===== config.mk =====
export PLATFORM = sky130hd
export DESIGN_NAME = rtc_hms_core
export DESIGN_NICKNAME = d
export VERILOG_FILES = /design/src/rtl/rtc_hms_core.sv
export SDC_FILE = /design/constraint.sdc
export NUM_CORES = 1
export LEC_CHECK = 0
export CAP_MARGIN = 20
export CORE_MARGIN = 4
export CORE_UTILIZATION = 58
export CTS_BUF_LIST = sky130_fd_sc_hd__clkbuf_4
export CTS_CLUSTER_SIZE = 12
export DETAILED_ROUTE_END_ITERATION = 10
export PLACE_DENSITY = 0.87
export RECOVER_POWER = 100
export SLEW_MARGIN = 20
export SYNTH_ARGS = -nofsm -noshare
export SYNTH_HDL_FRONTEND = slang
export SYNTH_SLANG_ARGS = --single-unit
export TNS_END_PERCENT = 30

===== constraint.sdc =====
create_clock -name clk -period 5.9 [get_ports clk]
set_clock_uncertainty 0.2 [all_clocks]
set_input_delay 0.59 -clock clk [delete_from_list [all_inputs] [get_ports clk]]
set_output_delay 0.59 -clock clk [all_outputs]
set_load 0.1 [all_outputs]

===== src/rtl/rtc_hms_core.sv =====
`default_nettype none
// ============================================================================
// Module   : rtc_hms_core
// Function : HH:MM:SS time-of-day counter with prescaler, 12/24 h display,
//            and request/acknowledge time load. `RTC_ALARM_EN adds an alarm.
// Revision : 1.0 - initial release
// ============================================================================
module rtc_hms_core #(
    parameter int TICK_DIV = 50_000_000,
    parameter int FIELD_W  = 7
) (
    input  logic               clk,
    input  logic               rst_n,
    input  logic               mode12,
    input  logic               set_req,
    input  logic [FIELD_W-1:0] set_hours,
    input  logic [FIELD_W-1:0] set_minutes,
    input  logic [FIELD_W-1:0] set_seconds,
    output logic               set_ack,
    output logic               set_err,
    output logic [FIELD_W-1:0] hours_disp,
    output logic [FIELD_W-1:0] minutes,
    output logic [FIELD_W-1:0] seconds,
    output logic [FIELD_W-1:0] day_night,
    output logic               sec_tick,
    output logic               day_wrap
`ifdef RTC_ALARM_EN
    ,
    input  logic               alarm_wr,
    input  logic [FIELD_W-1:0] alarm_hours,
    input  logic [FIELD_W-1:0] alarm_minutes,
    input  logic               alarm_on,
    output logic               alarm_ring
`endif
);

    localparam int PRE_W = (TICK_DIV > 2) ? $clog2(TICK_DIV) : 1;

    localparam logic [0:0] ST_IDLE = 1'b0;
    localparam logic [0:0] ST_WAIT = 1'b1;

    localparam logic [PRE_W-1:0]   C_PRE_MAX = PRE_W'(TICK_DIV - 1);
    localparam logic [FIELD_W-1:0] C_HR_MAX  = FIELD_W'(23);
    localparam logic [FIELD_W-1:0] C_MS_MAX  = FIELD_W'(59);
    localparam logic [FIELD_W-1:0] C_12      = FIELD_W'(12);
    localparam logic [FIELD_W-1:0] C_AM      = FIELD_W'(10);
    localparam logic [FIELD_W-1:0] C_PM      = FIELD_W'(11);
    localparam logic [FIELD_W-1:0] C_BLANK   = FIELD_W'(15);

    logic [0:0]         state_q, state_d;
    logic               req_prev_q;
    logic [PRE_W-1:0]   pre_q, pre_d;
    logic [FIELD_W-1:0] hr_q, hr_d, mn_q, mn_d, sc_q, sc_d;
    logic               set_ack_q, set_ack_d, set_err_q, set_err_d;
    logic               sec_tick_q, sec_tick_d, day_wrap_q, day_wrap_d;

    logic w_tick, w_req_rise, w_load_evt, w_fields_ok, w_load_ok;

    assign w_tick      = (pre_q == C_PRE_MAX);
    assign w_req_rise  = set_req & ~req_prev_q;
    assign w_load_evt  = (state_q == ST_IDLE) & w_req_rise;
    assign w_fields_ok = (set_hours <= C_HR_MAX) & (set_minutes <= C_MS_MAX) &
                         (set_seconds <= C_MS_MAX);
    assign w_load_ok   = w_load_evt & w_fields_ok;

    // req_prev_q resets high so a request still held across reset is not a new one
    always_ff @(posedge clk or negedge rst_n) begin
        if (!rst_n) begin
            state_q    <= ST_IDLE;
            req_prev_q <= 1'b1;
        end else begin
            state_q    <= state_d;
            req_prev_q <= set_req;
        end
    end

    always_comb begin
        state_d = state_q;
        case (state_q)
            ST_IDLE: if (w_req_rise) state_d = ST_WAIT;
            ST_WAIT: if (!set_req)   state_d = ST_IDLE;
        endcase
    end

    always_comb begin
        pre_d      = w_tick ? '0 : pre_q + PRE_W'(1);
        hr_d       = hr_q;
        mn_d       = mn_q;
        sc_d       = sc_q;
        set_ack_d  = 1'b0;
        set_err_d  = 1'b0;
        sec_tick_d = 1'b0;
        day_wrap_d = 1'b0;
        if (w_load_ok) begin
            // A load overrides any tick landing on the same edge
            hr_d      = set_hours;
            mn_d      = set_minutes;
            sc_d      = set_seconds;
            pre_d     = '0;
            set_ack_d = 1'b1;
        end else begin
            set_err_d = w_load_evt;
            if (w_tick) begin
                sec_tick_d = 1'b1;
                if (sc_q == C_MS_MAX) begin
                    sc_d = '0;
                    if (mn_q == C_MS_MAX) begin
                        mn_d = '0;
                        if (hr_q == C_HR_MAX) begin
                            hr_d       = '0;
                            day_wrap_d = 1'b1;
                        end else begin
                            hr_d = hr_q + FIELD_W'(1);
                        end
                    end else begin
                        mn_d = mn_q + FIELD_W'(1);
                    end
                end else begin
                    sc_d = sc_q + FIELD_W'(1);
                end
            end
        end
    end

    always_ff @(posedge clk or negedge rst_n) begin
        if (!rst_n) begin
            pre_q      <= '0;
            hr_q       <= '0;
            mn_q       <= '0;
            sc_q       <= '0;
            set_ack_q  <= 1'b0;
            set_err_q  <= 1'b0;
            sec_tick_q <= 1'b0;
            day_wrap_q <= 1'b0;
        end else begin
            pre_q      <= pre_d;
            hr_q       <= hr_d;
            mn_q       <= mn_d;
            sc_q       <= sc_d;
            set_ack_q  <= set_ack_d;
            set_err_q  <= set_err_d;
            sec_tick_q <= sec_tick_d;
            day_wrap_q <= day_wrap_d;
        end
    end

    always_comb begin
        hours_disp = hr_q;
        day_night  = C_BLANK;
        if (mode12) begin
            if (hr_q == '0) begin
                hours_disp = C_12;
            end else if (hr_q > C_12) begin
                hours_disp = hr_q - C_12;
            end
            day_night = (hr_q < C_12) ? C_AM : C_PM;
        end
    end

    assign set_ack  = set_ack_q;
    assign set_err  = set_err_q;
    assign minutes  = mn_q;
    assign seconds  = sc_q;
    assign sec_tick = sec_tick_q;
    assign day_wrap = day_wrap_q;

`ifdef RTC_ALARM_EN
    logic [FIELD_W-1:0] alarm_hr_q, alarm_hr_d, alarm_mn_q, alarm_mn_d;
    logic               ring_q, ring_d;
    logic [5:0]         ring_cnt_q, ring_cnt_d;
    logic               w_alarm_hit;

    assign w_alarm_hit = sec_tick_d & (hr_d == alarm_hr_q) & (mn_d == alarm_mn_q) &
                         (sc_d == '0);

    // Ring lasts for the matching tick plus 59 more, i.e. cleared on the 60th
    always_comb begin
        alarm_hr_d = alarm_wr ? alarm_hours   : alarm_hr_q;
        alarm_mn_d = alarm_wr ? alarm_minutes : alarm_mn_q;
        ring_d     = ring_q;
        ring_cnt_d = ring_cnt_q;
        if (!alarm_on) begin
            ring_d     = 1'b0;
            ring_cnt_d = '0;
        end else if (w_alarm_hit) begin
            ring_d     = 1'b1;
            ring_cnt_d = '0;
        end else if (ring_q && sec_tick_d) begin
            if (ring_cnt_q == 6'd59) begin
                ring_d     = 1'b0;
                ring_cnt_d = '0;
            end else begin
                ring_cnt_d = ring_cnt_q + 6'd1;
            end
        end
    end

    always_ff @(posedge clk or negedge rst_n) begin
        if (!rst_n) begin
            alarm_hr_q <= '0;
            alarm_mn_q <= '0;
            ring_q     <= 1'b0;
            ring_cnt_q <= '0;
        end else begin
            alarm_hr_q <= alarm_hr_d;
            alarm_mn_q <= alarm_mn_d;
            ring_q     <= ring_d;
            ring_cnt_q <= ring_cnt_d;
        end
    end

    assign alarm_ring = ring_q;
`endif

endmodule
`default_nettype wire


# After elaboration in Yosys (flattened, before gate mapping)
# Index checks and enable logic that the tools add are counted.
[totals]
register_bits = 53
wordCells = 68
[op_classes]
n_addsub = 5
n_lt_le_gt_ge = 5
n_eq_ne = 4
muxes = 31
bitwise_logic = 7
reduce_logical = 6
[op_table]
columns = ["op", "n"]
rows = [
  ["$mux W7", 16],
  ["$mux W26", 2],
  ["$add A26 B1 Y26 const B", 1],
  ["$eq A26 B26 Y1 const B", 1],
  ["$add A7 B1 Y7 const B", 3],
  ["$eq A7 B6 Y1 const B", 2],
  ["$le A7 B6 Y1 const B", 2],
  ["$mux W1", 12],
  ["$eq A7 B5 Y1 const B", 1],
  ["$gt A7 B4 Y1 const B", 1],
  ["$le A7 B5 Y1 const B", 1],
  ["$logic_not A7 Y1", 1],
  ["$lt A7 B4 Y1 const B", 1],
  ["$sub A7 B4 Y7 const B", 1],
  ["$reduce_bool A2 Y1", 3],
  ["$and A1 B1 Y1", 5],
  ["$reduce_and A3 Y1", 1],
  ["$not A1 Y1", 2],
  ["$pmux W1 S2", 1],
  ["$reduce_and A2 Y1", 1],
]

# Logic depth before layout (Yosys ltp)
# Gate-level depths: netlist of run 1.
[logic_depth]
ltp_word = 6
depth_mapped = 8
mapped_depth_nobuf = 6

# Worst setup path after synthesis of run 1
# No wires, ideal clock.
[synth_path]
kind = "register -> output"
from = "register hr_q[4]"
to = "output hours_disp[5]"
arrival_time_ps = 2840
path_slack_ps = 2270
stages_incl_launch_ff = 4
cell_sequence = "dfrtp_1 > clkbuf_1 > nand3b_1 > o21ai_0"
[synth_between]
elab_chain_cells = 4
[synth_rtl]
columns = ["item", "line", "text"]
rows = [
  ["start, declared", "53", "logic [FIELD_W-1:0] hr_q, hr_d, mn_q, mn_d, sc_q, sc_d;"],
  ["start signal, assigned", "137", "hr_q <= hr_d;"],
  ["$sub A7 B4 Y7 / $gt A7 B4 Y1 (equally long branches)", "154, 153", ""],
  ["$mux W7", "153", "end else if (hr_q > C_12) begin"],
  ["$mux W7 (*)", "151", "if (hr_q == '0) begin"],
  ["$mux W7 (*)", "150", "if (mode12) begin"],
  ["end, declared", "21", "output logic [FIELD_W-1:0] hours_disp,"],
]
# Mark *: on every way between the ends. The rest lies on a longest branch, timed or not.

# Final worst setup path of run 1
[layout_path]
from = "input mode12"
to = "output hours_disp[4]"
[layout_between]
elab_chain_cells = 1
[layout_rtl]
columns = ["item", "line", "text"]
rows = [
  ["start, declared", "14", "input logic mode12,"],
  ["$mux W7", "150", ""],
]
# No other way between the ends.

==> results of run 1 <==
-- cell usage in the layout (no fill, tap or decap), drive strengths merged --
| master | count |
|---|---|
| dfrtp | 52 |
| nor2 | 47 |
| dlygate4sd3 | 30 |
| nand2 | 28 |
| nand3 | 20 |
| clkdlybuf4s50 | 20 |
| nand4 | 17 |
| xor2 | 16 |
| a21oi | 16 |
| o21ai | 15 |
| xnor2 | 12 |
| and3 | 11 |
| a31oi | 10 |
| inv | 8 |
| ha | 8 |
| nor4 | 8 |
| and2 | 6 |
| o41ai | 6 |
| clkbuf | 6 |
| o22a | 5 |
| conb | 5 |
| nor3 | 4 |
| a21boi | 4 |
| o31ai | 4 |
| clkinvlp | 3 |
| or2 | 3 |
| and4 | 3 |
| nor4b | 3 |
| nor3b | 2 |
| nand3b | 2 |
| or4 | 2 |
| nand4b | 2 |
| buf | 2 |
| nand2b | 1 |
| a211oi | 1 |
| nor4bb | 1 |
| or3 | 1 |
| a41o | 1 |
| o21a | 1 |
| dfstp | 1 |
-- power groups by stage --
| stage | sequential [mW] | combinational, mW | clock, mW |
|---|---|---|---|
| floorplan | 0.568 | 0.252 | 0 |
| global placement | 0.481 | 0.442 | 0 |
| detailed placement | 0.484 | 0.453 | 0 |
| CTS | 0.478 | 0.455 | 0.173 |
| global route | 0.488 | 0.471 | 0.187 |
| finish | 0.479 | 0.440 | 0.168 |
-- synthesized netlist by cell type, types with 6 or more instances --
cell type	instances
dfrtp_1	52
nor2_1	47
nand2_1	28
nand3_1	20
a21oi_1	16
nand4_1	16
xor2_1	16
o21ai_0	15
xnor2_1	12
a31oi_1	10
and3_1	9
clkbuf_1	9
ha_1	8
inv_1	8
nor4_1	7
and2_1	6
o41ai_1	6
-- kinds of logic after synthesis --
kind of cell | count (synthesis) | synth area share [%]
other cells | 2 | 0.243
simple gates | 161 | 28.0
xor+xnor | 28 | 7.95
fa+ha+maj | 8 | 3.25
buf+inv | 28 | 4.58
flops | 53 | 43.0
compound gates | 63 | 12.9
-- metrics by stage --
| step | util, % | cell area (sq um) | power [mW] | worst slack (ns) |
|---|---|---|---|---|
| 6_report | 70.5 | 3620 | 1.09 | 2.01 |
| 5_1_grt | 70.5 | 3620 | 1.15 | 1.70 |
| 4_1_cts | 70.9 | 3640 | 1.11 | 2.09 |
| 3_3_place_gp | 69.7 | 3580 | 0.923 | 2.21 |
| 2_1_floorplan | - | 3100 | 0.820 | 2.27 |
| 3_5_place_dp | 69.7 | 3580 | 0.937 | 2.11 |
-- area by class of cell --
class,instances,area [sq um]
Inverter,8,30.0
Clock inverter,3,22.5
Sequential cell,53,1330
Clock buffer,5,37.5
Fill cell,409,1520
Tap cell,70,87.6
Timing Repair Buffer,53,517
Multi-Input combinational cell,265,1600
-- state kept, by name, indices dropped and copies added (netlist names) --
signal	count
set_ack	1
state_q	1
req_prev_q	1
minutes	7
sec_tick	1
day_wrap	1
seconds	7
pre_q	26
hr_q	7
set_err	1
-- worst paths after layout --
path	from	end	depth (start not counted)
worst max-delay path	mode12	hours_disp[4]	6
worst min-delay path	pre_q[0]$_DFF_PN0_	pre_q[0]$_DFF_PN0_	1
worst max register to register	pre_q[0]$_DFF_PN0_	pre_q[4]$_DFF_PN0_	6
worst min register to register	pre_q[0]$_DFF_PN0_	pre_q[0]$_DFF_PN0_	1
max in group asynchronous	rst_n	pre_q[8]$_DFF_PN0_	2
min in group asynchronous	rst_n	minutes[2]$_DFFE_PN0P_	2
-- per-layer routing --
metal | vias up | wire, microns
li1 | 1311 | -
met1 | 1335 | 2880
met2 | 105 | 3660
met3 | 18 | 445
met4 | 0 | 167
met5 | - | 0
==> key figures, run 1 <==
Pwr
  • Leak: 1.49 nW
  • Switching power total: 503 uW
  • Clk pwr share: 15.4%
  • Internal Pwr Total: 583 uW
  • Net Sw Frac: 46.3%
  • Peak supply drop: 248 uV
  • PD cells: 300 nW/um^2
  • Reg power frac: 44.1%
  • Comb power frac: 40.5%

Floorplanning
  • Die Y: 80.9 microns
  • Core ar.: 5140 sq um
  • Die area: 6550 sq um
  • Die Width: 80.9 microns
  • Initial core utilization: 60.0%
  • # IOs: 57
  • Row count: 26

Synthesis
  • Yosys warning total: 0
  • Synthesized instance count: 343
  • Average cell area after synthesis: 8.99 sq um
  • Post-synth EDFFs: 0
  • Flop and latch count out of synthesis: 53
  • Post-synthesis cell area: 3080 sq um
  • Area leader, netlist: dfrtp_1
  • Asr flop ratio synth: 100%
  • Synth top area cells: dfrtp_1 (42%), nor2_1 (5.7%), xor2_1 (4.5%)
  • Sequential fraction of the synthesis area: 43.0%
  • Synth Flop Type: dfrtp_1
  • Distinct cells, synth: 47
  • Post-synth top area share: 42.2%

Run status
  • Failing checks: max-capacitance violations, max-slew violations
  • Status: finished, violations left

Placed design
  • Routability cong.: 0.892
  • DP HPWL: 5070 microns
  • Post-Place Cells: 448
  • PortBufs: 51

Global routing
  • Antenna violations before repair: 0
  • First-pass GRT wire length: 12100 microns
  • GRT Total Usage: 23.4%
  • Vias in the first global route: 2754
  • Busiest grt layer: met2
  • Met2 capacity usage during global routing: 42.4%
  • Pin count of the biggest net entering global routing: 54
  • Met3 usage: 4.21%
  • Grt met1 use: 27.2%
  • GR Overflow Total: 0

Layout
  • Diode count: 0
  • Area growth syn-to-layout: 17.4%
  • Nets@finish: 419
  • Layout cells sized above 1: 4.13%
  • Final Non-Filler Cells: 457

Timing
  • Tmin final: 3.89 ns
  • Slew HR: -83.6%
  • RSZ-0062 raised after global routing: no
  • Final setup vio count: 0
  • Fmax: 0.257 GHz
  • Hold Fails Final Rpt: 0
  • Final hold slack: 0.309 ns
  • Worst Tran Pin Value: 2.75 ns
  • Fin crit share: 65.9%
  • Final Max Slew Viols: 85
  • Setup TNS: 0 ns

Critical path
  • Worst-path fanout max: 5
  • Critical path, cell by cell: clkdlybuf4s50_1 > inv_1 > a211oi_1 > xor2_1 > and2_1 > dlygate4sd3_1
  • Worst Path Arrival: 3.10 ns
  • Crit-path slowest cell: dlygate4sd3_1
  • Worst stage delay on the critical path: 1.19 ns
  • Worst path bufs/invs: 3
  • Worst EP required: 5.11 ns
  • R2R Setup Slk: 2.41 ns
  • Startpoint types: input port
  • CP Capture Type: output pin
  • CP Class: in -> out
  • Crit-path leading delay family: buffers and inverters

Clock network
  • CTS tree: done
  • Root Buffer: clkbuf_4
  • Worst skew pair latency: 0.39 ns
  • Post-CTS Hold Fix Bufs: 0
  • CTS Buf Count: 5
  • Cts repair resizes: 0
  • Setup Buffers After CTS: 0
  • Clock Tree Buf Depth: 2
  • Clock Sink Count: 53
  • Htree depth: 2
  • Clock Pin Slew Worst Setup and Hold Paths: 0.15 ns

Run
  • Number of max-cap violations: 2

Hold path
  • Worst hold path type: reg -> reg

Detailed routing
  • Routed Antenna Nets: 0
  • Vias: 2769
  • 1st-iter DRT viols: 164
  • Drt via density: 6.06
  • DRC errors left: 0
  • Routed WL per cell: 15.6 microns
  • DRT Pass-1 Iters: 5
  • Drt total wl: 7150 microns
No activity file was read; power rests on OpenSTA's default activity.
==> run 2, diff against run 1 <==
CORE_UTILIZATION = 54   (was 58)
PLACE_DENSITY = 0.82   (was 0.87)
clock period = 3.95 ns   (was 5.9 ns; I/O delays follow)
==> run 2 against run 1 <==
  * The flow still finishes with violations (max-capacitance violations, max-slew violations)
  * Worst setup slack got worse by 1.4 ns
  * Sequential power increased by 49%
  * Critical path depth increased by 1
  * Largest power group unchanged
  * Highest routed layer unchanged
==> key figures, run 2 (synthesis gave the netlist of run 1 again) <==
Timing
  • Setup TNS: 0 ns
  • Final Max Slew Viols: 31
  • RSZ-0062 raised after global routing: no
  • Final setup vio count: 0
  • Worst Tran Pin Value: 1.64 ns
  • Slew HR: -9.41%
  • Tmin final: 3.34 ns
  • Fin crit share: 84.6%
  • Final WS setup: 0.608 ns
  • Fmax: 0.299 GHz
  • Hold Fails Final Rpt: 0

Hold path
  • HP Start: state_q$_DFF_PN0_
  • Worst hold path type: reg -> reg
  • Hold path endpoint: state_q$_DFF_PN0_
  • Hold Path Stages: 2

Layout
  • Max FFs per register: 26
  • Final Cell Area: 3650 sq um
  • FF/Latch Area: 1330 sq um
  • Area growth syn-to-layout: 18.5%
  • Diode count: 0
  • Nets@finish: 421
  • Biggest register: pre_q
  • Fillers: 453
  • Layout cells sized above 1: 4.88%
  • Most frequent cells in the layout: dfrtp_1 (52), nor2_1 (47), nand2_1 (28), dlygate4sd3_1 (22), clkdlybuf4s50_1 (21)
  • Multi-input logic area: 1620 sq um
  • Commonest non-fill, non-tap cell in the layout: dfrtp_1

Clock network
  • Clock Sink Count: 53
  • Cts repair resizes: 0
  • CTS Buf Count: 5
  • Setup Buffers After CTS: 0
  • Worst skew pair latency: 0.39 ns
  • CTS tree: done
  • Htree depth: 2
  • Clock Tree Buf Depth: 2
  • Root Buffer: clkbuf_4
  • Clock Pin Slew Worst Setup and Hold Paths: 0.16 ns

Global routing
  • Vias in the first global route: 2801
  • Antenna violations before repair: 0
  • GR Overflow Total: 0
  • GRT Total Usage: 21.4%
  • First-pass GRT wire length: 12500 microns
  • Pin count of the biggest net entering global routing: 31

Placed design
  • Place WS: 1.10 ns
  • Routability cong.: 0.841
  • PortBufs: 51
  • Placed Area: 3580 sq um
  • DP HPWL: 5140 microns

Critical path
  • R2R cell count: 6
  • Startpoint types: flop
  • Reg2reg start: pre_q[12]$_DFF_PN0_
  • Worst-path fanout max: 5
  • Worst Path Arrival: 2.75 ns
  • R2R Setup Slk: 0.71 ns
  • Worst EP required: 3.36 ns
  • Worst r2r dst: pre_q[3]$_DFF_PN0_
  • CP Class: reg -> out
  • CP Capture Type: output pin

Run status
  • Status: finished, violations left
  • Failing checks: max-capacitance violations, max-slew violations

Detailed routing
  • DRC errors left: 0
  • Drt total wl: 7160 microns
  • DRT Pass-1 Iters: 4
  • Drt via density: 5.95
  • 1st-iter DRT viols: 143
  • Routed Antenna Nets: 0
  • Routed WL per cell: 15.5 microns
  • Vias: 2742

Floorplanning
  • # IOs: 57
  • Die Y: 83.6 microns
  • Row count: 27
  • Initial core utilization: 56.0%
  • Core ar.: 5510 sq um
  • Die Width: 83.6 microns
  • Die area: 6980 sq um

Pwr
  • Peak supply drop: 395 uV
  • Leak: 1.52 nW
  • PD cells: 477 nW/um^2

Run
  • Number of max-cap violations: 1
## run 2: how the worst max path moves through the flow
stage | startpoint | to | cells past startpoint
3_3_place_gp | set_hours[5] | pre_q[12]$_DFF_PN0_ | 6
4_1_cts | hr_q[4]$_DFFE_PN0P_ | day_night[0] | 3
3_5_place_dp | set_hours[5] | pre_q[8]$_DFF_PN0_ | 6
5_1_grt | rst_n | hr_q[0]$_DFFE_PN0P_ | 3
2_1_floorplan | hr_q[4]$_DFFE_PN0P_ | hours_disp[5] | 3
6_report | hr_q[0]$_DFFE_PN0P_ | hours_disp[3] | 7
## run 2: area by class of cell
cell class	count	area share (%)
Clock buffer	5	1.03
Clock inverter	3	1.78
Inverter	8	0.822
Multi-Input combinational cell	265	44.3
Sequential cell	53	36.3
Tap cell	72	2.47
Timing Repair Buffer	55	13.2
## run 2: timing repair
item,4_1_cts,5_1_grt
hold endpoints to repair,28,0
setup endpoints to repair,0,0
hold buffers,1,0
## run 2: layer usage
metal,vias up,share of wire [%],global-route usage [%]
met5,-,0,0
met4,0,1.9,8.48
li1,1318,-,-
met1,1331,44,27.3
met3,14,4.4,2.96
met2,79,49,36.6
## run 2: stage by stage
stage / hold slack, ns / utilization (%) / cells / power [mW]
floorplan: -0.101 / - / 346 / 1.22
detailed placement: 0.276 / 65.1 / 452 / 1.40
global route: 0.383 / 66.3 / 461 / 1.84
finish: 0.340 / 66.3 / 461 / 1.74
global placement: 0.264 / 65.1 / 452 / 1.38
CTS: 0.271 / 67.1 / 461 / 1.77
## run 2: critical path, cell delays in order, from the launching register on
cell and delay (ns):
dfrtp_1 0.46, inv_1 0.10, ha_1 0.20, a21oi_1 0.08, o41ai_1 0.44, o21ai_0 0.15, nand2_1 0.08, clkbuf_1 0.86
## run 2: power breakdown
group          internal (mW)  total (mW)  switching (mW)
Clock                  0.196       0.374           0.178
Combinational          0.180       0.653           0.473
Sequential             0.616       0.716           0.100
==> run 3, diff against run 2 <==
clock period = 3.5 ns   (was 3.95 ns; I/O delays follow)
==> run 3 against run 2 <==
  * The run now ends clean
  * Via count barely moved
  * Routed wire length decreased by 1.8%
  * Critical path depth decreased by 1
  * Register-to-register slack got worse by 0.23 ns
  * Combinational power up 11%
  * Largest cell class unchanged
  * Sequential power is 13% higher
  * Cell count up 0.22%
  * Global-route usage decreased by 0.38 points
  * Worst setup slack lost 0.13 ns
==> key figures, run 3 (synthesis gave the netlist of run 1 again) <==
Run status
  • Status: complete, no violations

Timing
  • Worst Tran Pin Value: 1.31 ns
  • Final setup vio count: 0
  • Final Max Slew Viols: 0
  • Setup TNS: 0 ns
  • RSZ-0062 raised after global routing: no
  • Fmax: 0.331 GHz
  • Fin crit share: 86.4%
  • Slew HR: 12.5%
  • Hold Fails Final Rpt: 0
  • Tmin final: 3.02 ns

Detailed routing
  • DRC errors left: 0
  • Drt total wl: 7030 microns
  • DRT Pass-1 Iters: 4
  • Routed Antenna Nets: 0
  • Vias: 2741
  • Drt via density: 5.93
  • 1st-iter DRT viols: 124
  • Routed WL per cell: 15.2 microns

Clock network
  • Htree depth: 2
  • Setup Buffers After CTS: 0
  • Clock Tree Buf Depth: 2
  • Cts repair resizes: 0
  • Worst skew pair latency: 0.36 ns
  • CTS Buf Count: 5
  • Root Buffer: clkbuf_4
  • CTS tree: done
  • Clock Sink Count: 53
  • Clock Pin Slew Worst Setup and Hold Paths: 0.14 ns
  • Post-CTS Hold Fix Bufs: 1

Pwr
  • Internal Pwr Total: 980 uW
  • Leak: 1.52 nW
  • Net Sw Frac: 45.7%
  • Reg power frac: 44.8%
  • Peak supply drop: 442 uV
  • Power Total: 1.80 mW
  • Comb power frac: 40.2%
  • PD cells: 500 nW/um^2
  • Switching power total: 824 uW
  • Clk pwr share: 15.0%

Layout
  • Layout cells sized above 1: 6.41%
  • Commonest non-fill, non-tap cell in the layout: dfrtp_1
  • Diode count: 0
  • Max FFs per register: 26
  • Most frequent cells in the layout: dfrtp_1 (52), nor2_1 (47), nand2_1 (28), dlygate4sd3_1 (22)
  • Final Cell Area: 3600 sq um
  • Area growth syn-to-layout: 16.9%
  • Biggest register: pre_q
  • Nets@finish: 422

Critical path
  • CP Capture Type: flop
  • Worst-path fanout max: 25
  • Worst EP required: 3.59 ns
  • Worst Path Arrival: 3.11 ns
  • Startpoint types: flop
  • R2R Setup Slk: 0.48 ns
  • CP Class: reg -> reg

Floorplanning
  • Die Y: 83.6 microns
  • Die Width: 83.6 microns
  • Row count: 27
  • # IOs: 57
  • Initial core utilization: 56.0%
  • Core ar.: 5510 sq um
  • Die area: 6980 sq um

Run
  • Number of max-cap violations: 0

Placed design
  • Routability cong.: 0.880
  • DP HPWL: 5220 microns
  • PortBufs: 51
  • Placed Area: 3590 sq um

Hold path
  • Worst hold path type: reg -> reg

Global routing
  • First-pass GRT wire length: 12400 microns
  • Antenna violations before repair: 0
  • GRT Total Usage: 21.0%
  • GR Overflow Total: 0
  • Pin count of the biggest net entering global routing: 31
  • Vias in the first global route: 2781
==> run 3: cell types whose count changed in the layout (fill, tap and decap cells not counted), moves of 2 or more <==
cell,delta
clkbuf_2,+6
buf_4,+2
bufinv_16,-2
clkbuf_1,-6
==> run 3: cell type report <==
type,instances,area (sq um)
clock buffer,6,45.0
multi-input combinational,265,1610
timing repair buffer,56,495
sequential,53,1330
fill,472,1900
tap,72,90.1
inverter,8,30.0
clock inverter,2,10.0
==> run 3: worst paths after layout <==
| path | startpoint | end | depth (start not counted) |
|---|---|---|---|
| setup / recovery | pre_q[0]$_DFF_PN0_ | seconds[2]$_DFFE_PN0P_ | 6 |
| hold / removal | pre_q[0]$_DFF_PN0_ | pre_q[0]$_DFF_PN0_ | 1 |
| setup reg to reg | pre_q[0]$_DFF_PN0_ | seconds[2]$_DFFE_PN0P_ | 6 |
| hold reg to reg | pre_q[0]$_DFF_PN0_ | pre_q[0]$_DFF_PN0_ | 1 |
| max in group asynchronous | rst_n | pre_q[25]$_DFF_PN0_ | 3 |
| min in group asynchronous | rst_n | pre_q[11]$_DFF_PN0_ | 2 |
==> run 3: metal layers <==
metal / routed length (microns) / share of wire, % / vias up / global-route usage [%]
li1: - / - / 1319 / -
met1: 3080 / 44 / 1342 / 26.4
met2: 3550 / 50 / 68 / 36.8
met3: 281 / 4.0 / 12 / 3.55
met4: 112 / 1.6 / 0 / 6.58
met5: 0 / 0 / - / 0
==> run 3: power by group through the flow <==
| stage | sequential (mW) | clock [mW] | combinational [mW] |
|---|---|---|---|
| after detailed placement | 0.818 | 0 | 0.754 |
| after global routing | 0.826 | 0.303 | 0.781 |
| after floorplan | 0.958 | 0 | 0.425 |
| after CTS | 0.807 | 0.278 | 0.759 |
| after global placement | 0.813 | 0 | 0.742 |
| final | 0.808 | 0.270 | 0.726 |
==> run 3: stage by stage <==
step | hold WS, ns | setup slack [ns] | util, % | std cells
final | 0.340 | 0.477 | 65.5 | 462
after global routing | 0.345 | 0.322 | 65.5 | 462
after CTS | 0.247 | 0.812 | 66.3 | 462
after detailed placement | 0.162 | 0.731 | 65.1 | 453
after global placement | 0.153 | 0.851 | 65.1 | 453
after floorplan | -0.146 | 0.110 | - | 346
==> run 3: critical path: stages (launching register included) <==
cell and delay, ns:
dfrtp_1 0.45, ha_1 0.23, and3_1 0.27, nand4_1 0.22
or2_0 0.73, or4_1 0.67, a31oi_1 0.17
